[src/rtl/matrix_pkg.sv]
// rtl/matrix_pkg.sv - shared constants and state type for the matrix result streamer
package matrix_pkg;

  localparam int MAT_DIM   = 4;
  localparam int MAT_ELEMS = MAT_DIM * MAT_DIM;
  localparam int IDX_W     = 4;

  typedef enum logic {
    IDLE,
    STREAM
  } streamer_state_t;

endpackage

[src/rtl/matrix_result_streamer_if.sv]
// rtl/matrix_result_streamer_if.sv - element stream handshake bundle with coordinates
interface matrix_result_streamer_if
  import matrix_pkg::*;
#(
  parameter int DATA_WIDTH = 8
);

  logic [DATA_WIDTH-1:0]      m_data;
  logic                       m_valid;
  logic                       m_ready;
  logic                       m_last;
  logic [$clog2(MAT_DIM)-1:0] m_row;
  logic [$clog2(MAT_DIM)-1:0] m_col;

  modport master (
    output m_data,
    output m_valid,
    output m_last,
    output m_row,
    output m_col,
    input  m_ready
  );

  modport slave (
    input  m_data,
    input  m_valid,
    input  m_last,
    input  m_row,
    input  m_col,
    output m_ready
  );

endinterface

[src/rtl/matrix_result_streamer.sv]
// rtl/matrix_result_streamer.sv - snapshots the 4x4 MAC result and drains it row-major
module matrix_result_streamer
  import matrix_pkg::*;
#(
  parameter int DATA_WIDTH       = 8,
  parameter bit CLEAR_ON_CAPTURE = 1'b1
) (
  input  logic                                              clock,
  input  logic                                              reset,
  input  logic                                              capture,
  input  logic [0:MAT_DIM-1][0:MAT_DIM-1][DATA_WIDTH-1:0]   result,
  matrix_result_streamer_if.master                          stream,
  output logic                                              busy,
  output logic                                              done,
  output logic                                              acc_clear,
  output logic                                              capture_drop
);

  localparam logic [IDX_W-1:0] LAST_IDX = IDX_W'(MAT_ELEMS - 1);

  streamer_state_t state, state_next;
  logic [IDX_W-1:0] idx, idx_next;
  logic [0:MAT_DIM-1][0:MAT_DIM-1][DATA_WIDTH-1:0] snap;

  logic load;
  logic done_next;
  logic clear_next;
  logic drop_next;

  always_comb begin
    state_next = state;
    idx_next   = idx;
    load       = 1'b0;
    done_next  = 1'b0;
    clear_next = 1'b0;
    drop_next  = 1'b0;
    case (state)
      IDLE: begin
        if (capture) begin
          load       = 1'b1;
          idx_next   = '0;
          state_next = STREAM;
          clear_next = CLEAR_ON_CAPTURE;
        end
      end
      STREAM: begin
        // A capture arriving mid-stream, even on the final beat, is discarded.
        drop_next = capture;
        if (stream.m_ready) begin
          if (idx == LAST_IDX) begin
            state_next = IDLE;
            done_next  = 1'b1;
          end else begin
            idx_next = idx + 1'b1;
          end
        end
      end
      default: state_next = IDLE;
    endcase
  end

  always_ff @(posedge clock) begin
    if (!reset) begin
      state <= IDLE;
    end else begin
      state <= state_next;
    end
  end

  always_ff @(posedge clock) begin
    if (!reset) begin
      idx          <= '0;
      snap         <= '0;
      done         <= 1'b0;
      acc_clear    <= 1'b0;
      capture_drop <= 1'b0;
    end else begin
      idx          <= idx_next;
      done         <= done_next;
      acc_clear    <= clear_next;
      capture_drop <= drop_next;
      if (load) begin
        snap <= result;
      end
    end
  end

  // Outputs decode only registered state, so nothing depends on m_ready combinationally.
  assign busy           = (state == STREAM);
  assign stream.m_valid = busy;
  assign stream.m_last  = busy && (idx == LAST_IDX);
  assign stream.m_row   = idx[3:2];
  assign stream.m_col   = idx[1:0];
  assign stream.m_data  = snap[idx[3:2]][idx[1:0]];

endmodule

[src/flat_wrapper.sv]
// flat-port wrapper written by rule: the top's interface ports become plain ports
module matrix_result_streamer_flat import matrix_pkg::*;
#(
  parameter int DATA_WIDTH       = 8,
  parameter bit CLEAR_ON_CAPTURE = 1'b1
)
  (clock, reset, capture, result, busy, done, acc_clear, capture_drop, stream_m_data, stream_m_valid, stream_m_last, stream_m_row, stream_m_col, stream_m_ready);
  matrix_result_streamer_if #(.DATA_WIDTH(DATA_WIDTH)) stream_i ();
  input  logic clock;
  input  logic reset;
  input  logic capture;
  input  logic [0:MAT_DIM-1][0:MAT_DIM-1][DATA_WIDTH-1:0] result;
  output logic busy;
  output logic done;
  output logic acc_clear;
  output logic capture_drop;
  output wire logic [$bits(stream_i.m_data)-1:0] stream_m_data;
  output wire logic [$bits(stream_i.m_valid)-1:0] stream_m_valid;
  output wire logic [$bits(stream_i.m_last)-1:0] stream_m_last;
  output wire logic [$bits(stream_i.m_row)-1:0] stream_m_row;
  output wire logic [$bits(stream_i.m_col)-1:0] stream_m_col;
  input wire logic [$bits(stream_i.m_ready)-1:0] stream_m_ready;
  assign stream_m_data = stream_i.m_data;
  assign stream_m_valid = stream_i.m_valid;
  assign stream_m_last = stream_i.m_last;
  assign stream_m_row = stream_i.m_row;
  assign stream_m_col = stream_i.m_col;
  assign stream_i.m_ready = stream_m_ready;
  matrix_result_streamer #(.DATA_WIDTH(DATA_WIDTH), .CLEAR_ON_CAPTURE(CLEAR_ON_CAPTURE)) u_core (.clock(clock), .reset(reset), .capture(capture), .result(result), .stream(stream_i), .busy(busy), .done(done), .acc_clear(acc_clear), .capture_drop(capture_drop));
endmodule
[config.mk]
export PLATFORM = sky130hd
export DESIGN_NAME = matrix_result_streamer_flat
export DESIGN_NICKNAME = d
export VERILOG_FILES = /design/src/rtl/matrix_pkg.sv /design/src/rtl/matrix_result_streamer_if.sv /design/src/rtl/matrix_result_streamer.sv /design/src/flat_wrapper.sv
export SDC_FILE = /design/constraint.sdc
export NUM_CORES = 1
export LEC_CHECK = 0
export CAP_MARGIN = 30
export CELL_PAD_IN_SITES_DETAIL_PLACEMENT = 1
export CELL_PAD_IN_SITES_GLOBAL_PLACEMENT = 2
export CORE_ASPECT_RATIO = 1.4
export CORE_MARGIN = 2
export CORE_UTILIZATION = 28
export CTS_CLUSTER_DIAMETER = 200
export DETAILED_ROUTE_END_ITERATION = 8
export PLACE_DENSITY_LB_ADDON = 0.1
export SYNTH_ARGS = -nofsm -noshare
export SYNTH_HDL_FRONTEND = slang
export SYNTH_SLANG_ARGS = --single-unit
[constraint.sdc]
create_clock -name clock -period 2.4 [get_ports clock]
set_input_delay 0.72 -clock clock [delete_from_list [all_inputs] [get_ports clock]]
set_output_delay 0.72 -clock clock [all_outputs]
set_load 0.02 [all_outputs]
Word-level counts from Yosys, hierarchy flattened
Index checks and enable logic that the tools add are counted.
Widths: inputs -> output; s select.
{"block": "word_totals", "ff_bits": 136, "latch_bits": 0, "mem_bits_rw": 0, "mem_bits_ro": 0, "in_bits": 132, "output_inout_bits": 18, "word_cells": 51, "mem_count": 0}
{"block": "classes", "n_addsub": 1, "n_mul": 0, "n_div": 0, "magnitude_cmp": 2, "eq_ne": 4, "shifts": 0, "muxes": 16, "bitwise": 3, "reduce_logical": 4}
{"cell": "$bmux 32 s2", "n": 1}
{"cell": "$mux 32", "n": 2}
{"cell": "$bmux 8 s2", "n": 1}
{"cell": "$mux 8", "n": 2}
{"cell": "$mux 4", "n": 3}
{"cell": "$pmux 4 s2", "n": 1}
{"cell": "$ge 3x3->1 const B", "n": 2}
{"cell": "$ne 2x2->1 const B", "n": 3}
{"cell": "$not 2->3", "n": 2}
{"cell": "$reduce_and 3->1", "n": 2}
{"cell": "$mux 1", "n": 5}
{"cell": "$add 4x1->4 const B", "n": 1}
{"cell": "$eq 4x4->1 const B", "n": 1}
{"cell": "$pmux 1 s2", "n": 1}
{"cell": "$reduce_and 2->1", "n": 1}
{"cell": "$logic_and 1x1->1", "n": 1}
{"cell": "$not 1->1", "n": 1}

Logic depth before layout (Yosys ltp)
Gate-level depths: netlist of run 1.
{"block": "depth", "ltp_word": 7, "mapped_depth": 6, "depth_no_buf": 4}

Least setup slack after synthesis of run 1
Ideal clock, no wire load.
{"block": "synth_timing", "kind": "reg-to-output", "from": "reg u_core.idx[2]", "to": "out stream_m_data[6]", "arrival_time_ns": 1.517, "t_required_ns": 1.680, "setup_slack_ns": 0.163, "stages_incl_launch_ff": 6, "path_buffers": 2, "cell_sequence": "dfxtp_1 > buf_6 > buf_6 > mux2i_1 > a221o_1 > o22ai_1"}
{"block": "synth_via", "elab_chain_len": 7}
{"element": "start: declaration", "line": "matrix_result_streamer.sv:22", "rtl": "logic [IDX_W-1:0] idx, idx_next;"}
{"element": "start signal: assignment", "line": "matrix_result_streamer.sv:78", "rtl": "idx <= idx_next;"}
{"element": "$not 2->3 (implied by the code)", "line": "matrix_result_streamer.sv:94", "rtl": "assign stream.m_data = snap[idx[3:2]][idx[1:0]];"}
{"element": "$bmux 32 s2", "line": "matrix_result_streamer.sv:94"}
{"element": "$mux 32 (implied by the code) (2 in series)", "line": "matrix_result_streamer.sv:94"}
{"element": "$bmux 8 s2", "line": "matrix_result_streamer.sv:94"}
{"element": "$mux 8 (implied by the code) (2 in series)", "line": "matrix_result_streamer.sv:94"}
{"element": "end: declaration", "line": "flat_wrapper.sv:17", "rtl": "output wire logic [$bits(stream_i.m_data)-1:0] stream_m_data;"}
No other way between the ends. The select of a mux whose other input is x is not followed.

Final worst setup path of run 1
Same ends and word-level chain as after synthesis.

==> results of run 1 <==
[power by group through the flow]
stage	clock network (mW)	logic (mW)	registers [mW]
floorplan	0	0.353	2.48
global placement	0	0.758	2.52
detailed placement	0	0.772	2.52
CTS	2.66	0.810	2.47
global route	2.75	0.886	2.48
finish	2.59	0.810	2.47
[layout make-up]
type                       instances  area, um^2
inverter                           2        10.0
sequential                       136        2730
clock buffer                      19         443
multi-input combinational        502        2990
tap                              256         320
fill                            2357       11600
clock inverter                    13         144
timing repair buffer             195        2150
[cell usage in the layout (no fill, tap or decap), types with 7 or more instances in the layout]
cell type,instances
mux2_2,13
a221o_1,8
o221ai_2,7
nor2_4,11
mux2i_1,16
buf_6,11
nand2_1,257
buf_12,21
dfxtp_1,133
buf_4,20
clkdlybuf4s50_1,138
o22ai_2,7
a21oi_1,131
clkbuf_16,17
mux4_2,16
[path summary, 6_finish.rpt]
path,startpoint,endpoint,slack [ps],cells after the start
setup / recovery,u_core.idx[2],stream_m_data[6],-330,6
hold / removal,u_core.snap[90],u_core.snap[90],460,2
setup reg to reg,u_core.idx[2],u_core.idx[0],700,7
hold reg to reg,u_core.snap[90],u_core.snap[90],460,2
[critical path, stage by stage, from the launching register on]
cell and delay, ps:
dfxtp_4 400, buf_12 130, buf_12 110, mux4_2 540, nor2_4 150, o22ai_2 110, buf_6 150
[metrics by stage]
step | setup slack (ps) | power (mW) | setup TNS (ps)
6_report | -326 | 5.87 | -2250
5_1_grt | -373 | 6.12 | -2650
4_1_cts | -323 | 5.94 | -2370
3_5_place_dp | -341 | 3.29 | -2620
3_3_place_gp | -312 | 3.28 | -2430
2_1_floorplan | 163 | 2.83 | 0
[registers in the layout (all words and copies together) (netlist names)]
signal,count
u_core.snap,128
u_core.idx,4
u_core.capture_drop,1
u_core.busy,1
u_core.done,1
u_core.acc_clear,1
[cell families (layout without fill, tap and decap cells)]
group	count (synthesis)	after routing	share of synthesized area, %
AO/OA/AOI/OAI	163	163	15.7
adder cells (fa/ha/maj)	1	1	0.215
buffers and inverters	63	229	5.71
flip-flops	136	136	46.9
multiplexers	48	48	12.1
AND/OR/NAND/NOR	290	290	19.4
[timing repair]
| item | 4_1_cts | 5_1_grt |
|---|---|---|
| pin swaps | 10 | 6 |
| resized for setup | 98 | 18 |
| setup buffers | 6 | 0 |
| cloned | 1 | 0 |
| setup endpoints to repair | 11 | 9 |
[routing by layer]
layer	wire length [um]	vias to the layer above
met5	0	-
met4	354	0
met3	728	18
met2	11100	118
met1	8300	2573
li1	-	2689
==> impl_metrics.env, run 1 <==
export IMPL_wl_per_cell_um=18.2
export IMPL_gp_congestion=0.821
export IMPL_violations="setup timing"
export IMPL_power_density_nw_per_um2=668
export IMPL_dieWidth_um=126
export IMPL_cts_hold_fix_buffers=0
export IMPL_grt_max_degree=68
export IMPL_yosys_area_top_type="dfxtp_1"
export IMPL_critPathArrivalTime_ps=2010
export IMPL_power_share_combinational_pct=13.8
export IMPL_via_per_inst=4.81
export IMPL_drive_gt1_share_pct=18.2
export IMPL_max_freq_mhz=367
export IMPL_synthTopCellsByArea="dfxtp_1, nand2_1, a21oi_1"
export IMPL_worst_pin_slew_ps=468
export IMPL_cts_root_buffer="clkbuf_16"
export IMPL_synth_distinct_cells=32
export IMPL_use_met3_pct=3.51
export IMPL_final_period_utilization_pct=114
export IMPL_dieArea_um2=21900
export IMPL_final_cell_area_um2=8790
export IMPL_syn_cell_area_um2=5810
export IMPL_critPathCaptureType="primary output"
export IMPL_yosysWarnings=0
export IMPL_p_clk_share_pct=44.2
export IMPL_critical_path_class="reg2out"
export IMPL_ys_flop_type="dfxtp_1"
export IMPL_hold_class="reg2reg"
export IMPL_seqPwrFrac_pct=42.0
export IMPL_use_met1_pct=21.3
export IMPL_outcome="complete, but fails checks"
export IMPL_die_h_um=174
export IMPL_netSwitchingPower_mw=1.49
export IMPL_clk_pin_slew_ps=60
export IMPL_numCtsBuffers=17
export IMPL_critPathMaxFanout=5
export IMPL_grt_overflow_total=0
export IMPL_final_util_pct=43.1
export IMPL_period_needed_ps=2730
export IMPL_area_growth_syn_to_layout_pct=51.4
export IMPL_ant_nets=0
export IMPL_drv_slew=0
export IMPL_grt_pass1_vias=5883
export IMPL_p_int_mw=4.38
export IMPL_clk_latency_ps=420
export IMPL_drtIter0Drc=233
export IMPL_setup_viol=8
export IMPL_io_buffers=149
export IMPL_slew_headroom_pct=68.6
export IMPL_peakVddDrop_v=0.000502
export IMPL_startpoint_type="flip-flop"
export IMPL_syn_nets=834
export IMPL_async_reset_ff_share_pct=0
export IMPL_switching_share_pct=25.4
export IMPL_htreeDepth=4
export IMPL_clockBufferDepth=2
export IMPL_maxCapViolCount=0
export IMPL_timing_hold_ws_ps=457
export IMPL_dr_total_vias=5398
export IMPL_top_usage_layer="met2"
export IMPL_hpwlAfterDp_um=15400
export IMPL_finClkSkew_ps=8.27
export IMPL_leakagePower_nw=3.19
export IMPL_avgSynthCellArea_um2=8.28
export IMPL_required_ps=1680
export IMPL_grt_pass1_wl_um=31600
export IMPL_wirelength_um=20500
export IMPL_place_area_um2=7830
export IMPL_post_synth_top_count_cell="nand2_1"
export IMPL_drcViolationCount=0
export IMPL_place_inst=1084
export IMPL_fin_ws_ps=-326
export IMPL_placementRows=62
export IMPL_hold_violations=0
export IMPL_ioPinCount=150
export IMPL_n_antenna_cell=0
export IMPL_cts_sinks=136
export IMPL_ys_top_cells_by_count="nand2_1, dfxtp_1, a21oi_1, buf_2, clkbuf_1"
export IMPL_grtUsageMet2_pct=34.5
export IMPL_antenna_found_initial=0
export IMPL_initial_utilization_pct=28.5
export IMPL_cts_tree="built"
export IMPL_rsz0062_at_grt="true"
export IMPL_synth_top_area_share_pct=46.9
export IMPL_synthCells=701
export IMPL_grt_use_total_pct=18.6
export IMPL_fin_nets=987
export IMPL_coreArea_um2=20400
export IMPL_fin_cells=1123
export IMPL_yosysSeqAreaShare_pct=46.9
export IMPL_ys_seq_elements=136
export IMPL_first_pass_iters=4
export IMPL_synth_edff_count=0
(Power assumes the default switching activity.)
==> inputs of run 2 (changes only) <==
--- a/config.mk
+++ b/config.mk
@@ -9,11 +9,11 @@
 export CELL_PAD_IN_SITES_DETAIL_PLACEMENT = 1
 export CELL_PAD_IN_SITES_GLOBAL_PLACEMENT = 2
 export CORE_ASPECT_RATIO = 1.4
-export CORE_MARGIN = 2
+export CORE_MARGIN = 5
 export CORE_UTILIZATION = 28
 export CTS_CLUSTER_DIAMETER = 200
 export DETAILED_ROUTE_END_ITERATION = 8
-export PLACE_DENSITY_LB_ADDON = 0.1
+export PLACE_DENSITY_LB_ADDON = 0.2
 export SYNTH_ARGS = -nofsm -noshare
 export SYNTH_HDL_FRONTEND = slang
 export SYNTH_SLANG_ARGS = --single-unit
==> run 2 against run 1 <==
  * Largest power group unchanged
  * Worst hold slack lost 3.2 ps
  * Largest cell class unchanged
  * Non-clock buffer count decreased by 9
  * Sequential power barely moved
  * The flow still finishes with violations (setup timing)
  * First-iteration DRC count up 3.0%
  * Power is 5.0% higher
  * Sequential cell count unchanged
  * Sequential share of layout area grew 0.40 points
  * Clock skew decreased by 0.72 ps
  * Combinational power shrank 4.6%
==> impl_metrics.env, run 2 (synthesis gave the netlist of run 1 again) <==
export IMPL_placementRows=62
export IMPL_hold_violations=0
export IMPL_maxCapViolCount=0
export IMPL_ant_nets=0
export IMPL_peakVddDrop_v=0.000512
export IMPL_largest_reg_flops=128
export IMPL_critPathArrivalTime_ps=1960
export IMPL_wirelength_um=20900
export IMPL_power_density_nw_per_um2=710
export IMPL_final_common_cell="nand2_1"
export IMPL_critical_path_class="reg2out"
export IMPL_fin_ws_ps=-278
export IMPL_clockBufferDepth=2
export IMPL_antenna_found_initial=0
export IMPL_wl_per_cell_um=18.8
export IMPL_drtIter0Drc=240
export IMPL_cts_hold_fix_buffers=0
export IMPL_grt_max_degree=77
export IMPL_first_pass_iters=4
export IMPL_dieArea_um2=23800
export IMPL_power_total_mw=6.17
export IMPL_drive_gt1_share_pct=17.2
export IMPL_drv_slew=0
export IMPL_gp_congestion=0.861
export IMPL_required_ps=1680
export IMPL_fin_nets=978
export IMPL_top_regs="u_core.snap: 128 flops, u_core.idx: 4 flops"
export IMPL_worst_pin_slew_ps=502
export IMPL_numCtsBuffers=17
export IMPL_cts_sinks=136
export IMPL_dieWidth_um=132
export IMPL_place_ws_ps=-390
export IMPL_path_delay_family="compound AO/OA/AOI/OAI gates"
export IMPL_clk_pin_slew_ps=60
export IMPL_via_per_inst=4.91
export IMPL_clk_latency_ps=420
export IMPL_setup_viol=8
export IMPL_finClkSkew_ps=7.56
export IMPL_crit_buf_inv=3
export IMPL_final_period_utilization_pct=112
export IMPL_n_antenna_cell=0
export IMPL_coreArea_um2=20500
export IMPL_grt_use_total_pct=17.5
export IMPL_cts_tree="built"
export IMPL_io_buffers=149
export IMPL_die_h_um=180
export IMPL_initial_utilization_pct=28.4
export IMPL_crit_path_cell_trace="buf_12, buf_16, mux2i_1, a221o_1, o22ai_2, buf_6"
export IMPL_layout_common_cells="nand2_1, clkdlybuf4s50_1, dfxtp_1, a21oi_1, buf_4"
export IMPL_period_needed_ps=2680
export IMPL_grt_pass1_wl_um=32900
export IMPL_cp_slowest_cell="dfxtp_4"
export IMPL_leakagePower_nw=3.17
export IMPL_critPathMaxStageDelay_ps=380
export IMPL_startpoint_type="flip-flop"
export IMPL_violations="setup timing"
export IMPL_top_register="u_core.snap"
export IMPL_ioPinCount=150
export IMPL_grt_pass1_vias=6139
export IMPL_grt_overflow_total=0
export IMPL_critPathCaptureType="primary output"
export IMPL_hold_class="reg2reg"
export IMPL_area_growth_syn_to_layout_pct=49.5
export IMPL_rsz0062_at_grt="true"
export IMPL_slew_headroom_pct=66.1
export IMPL_cts_root_buffer="clkbuf_16"
export IMPL_critPathMaxFanout=10
export IMPL_drcViolationCount=0
export IMPL_outcome="complete, but fails checks"
export IMPL_max_freq_mhz=373
export IMPL_dr_total_vias=5471
export IMPL_htreeDepth=4
export IMPL_hpwlAfterDp_um=16100
## run 2: cell count changes in the layout (fill, tap and decap cells not counted), sizes merged, moves of 2 or more
cell	change
clkinv	+2
buf	-9
dlymetal6s2s	+3
bufinv	+4
inv	-4
dlygate4sd2	-2
clkinvlp	-2
## run 2: where the power goes
group | internal [mW] | switching (mW) | leakage [nW]
Sequential | 2.38 | 0.0908 | 1.12
Clock | 1.94 | 0.976 | 0.313
Combinational | 0.409 | 0.364 | 1.74
## run 2: what timing repair did
action,4_1_cts,5_1_grt
gates cloned,2,0
endpoints found under the setup margin,11,13
pin swaps,8,4
endpoints found under the hold margin,0,0
buffers inserted,2,0
resized for setup,100,14
## run 2: area by class of cell
type                       instances  area [um^2]
multi-input combinational        502         2960
fill                            2433        11800
tap                              256          320
clock inverter                    13          226
clock buffer                      19          433
inverter                           2         10.0
sequential                       136         2730
timing repair buffer             186         2000
## run 2: worst min-delay path: cells and delay by family, from the launching register on
kind             cells  cell delay (ps)
flip-flops           1              300
AND/OR/NAND/NOR      1               50
AO/OA/AOI/OAI        1               50
## run 2: worst paths after layout
check / cells after the start / from / slack (ps) / endpoint
setup / recovery: 6 / u_core.idx[2] / -280 / stream_m_data[6]
hold / removal: 2 / u_core.snap[52] / 450 / u_core.snap[52]
setup reg to reg: 7 / u_core.idx[0] / 760 / u_core.idx[0]
hold reg to reg: 2 / u_core.snap[52] / 450 / u_core.snap[52]
## run 2: stage by stage
stage	utilization, %	area [um^2]	TNS [ps]	hold WS, ps	std cells
after CTS	42.2	8630	-2150	458	1114
after global placement	37.5	7690	-2340	443	1078
final	42.4	8680	-1890	454	1114
after floorplan	-	5810	0	433	701
after detailed placement	37.5	7690	-2770	451	1078
after global routing	42.4	8680	-2410	477	1114
## run 2: per-layer routing
metal | vias up | GRT usage, % | part of all wire, %
met5 | - | 0 | 0
met4 | 0 | 5.76 | 2.3
met3 | 28 | 4.66 | 4.2
met2 | 123 | 33.3 | 55
met1 | 2654 | 18.5 | 38
li1 | 2666 | - | -
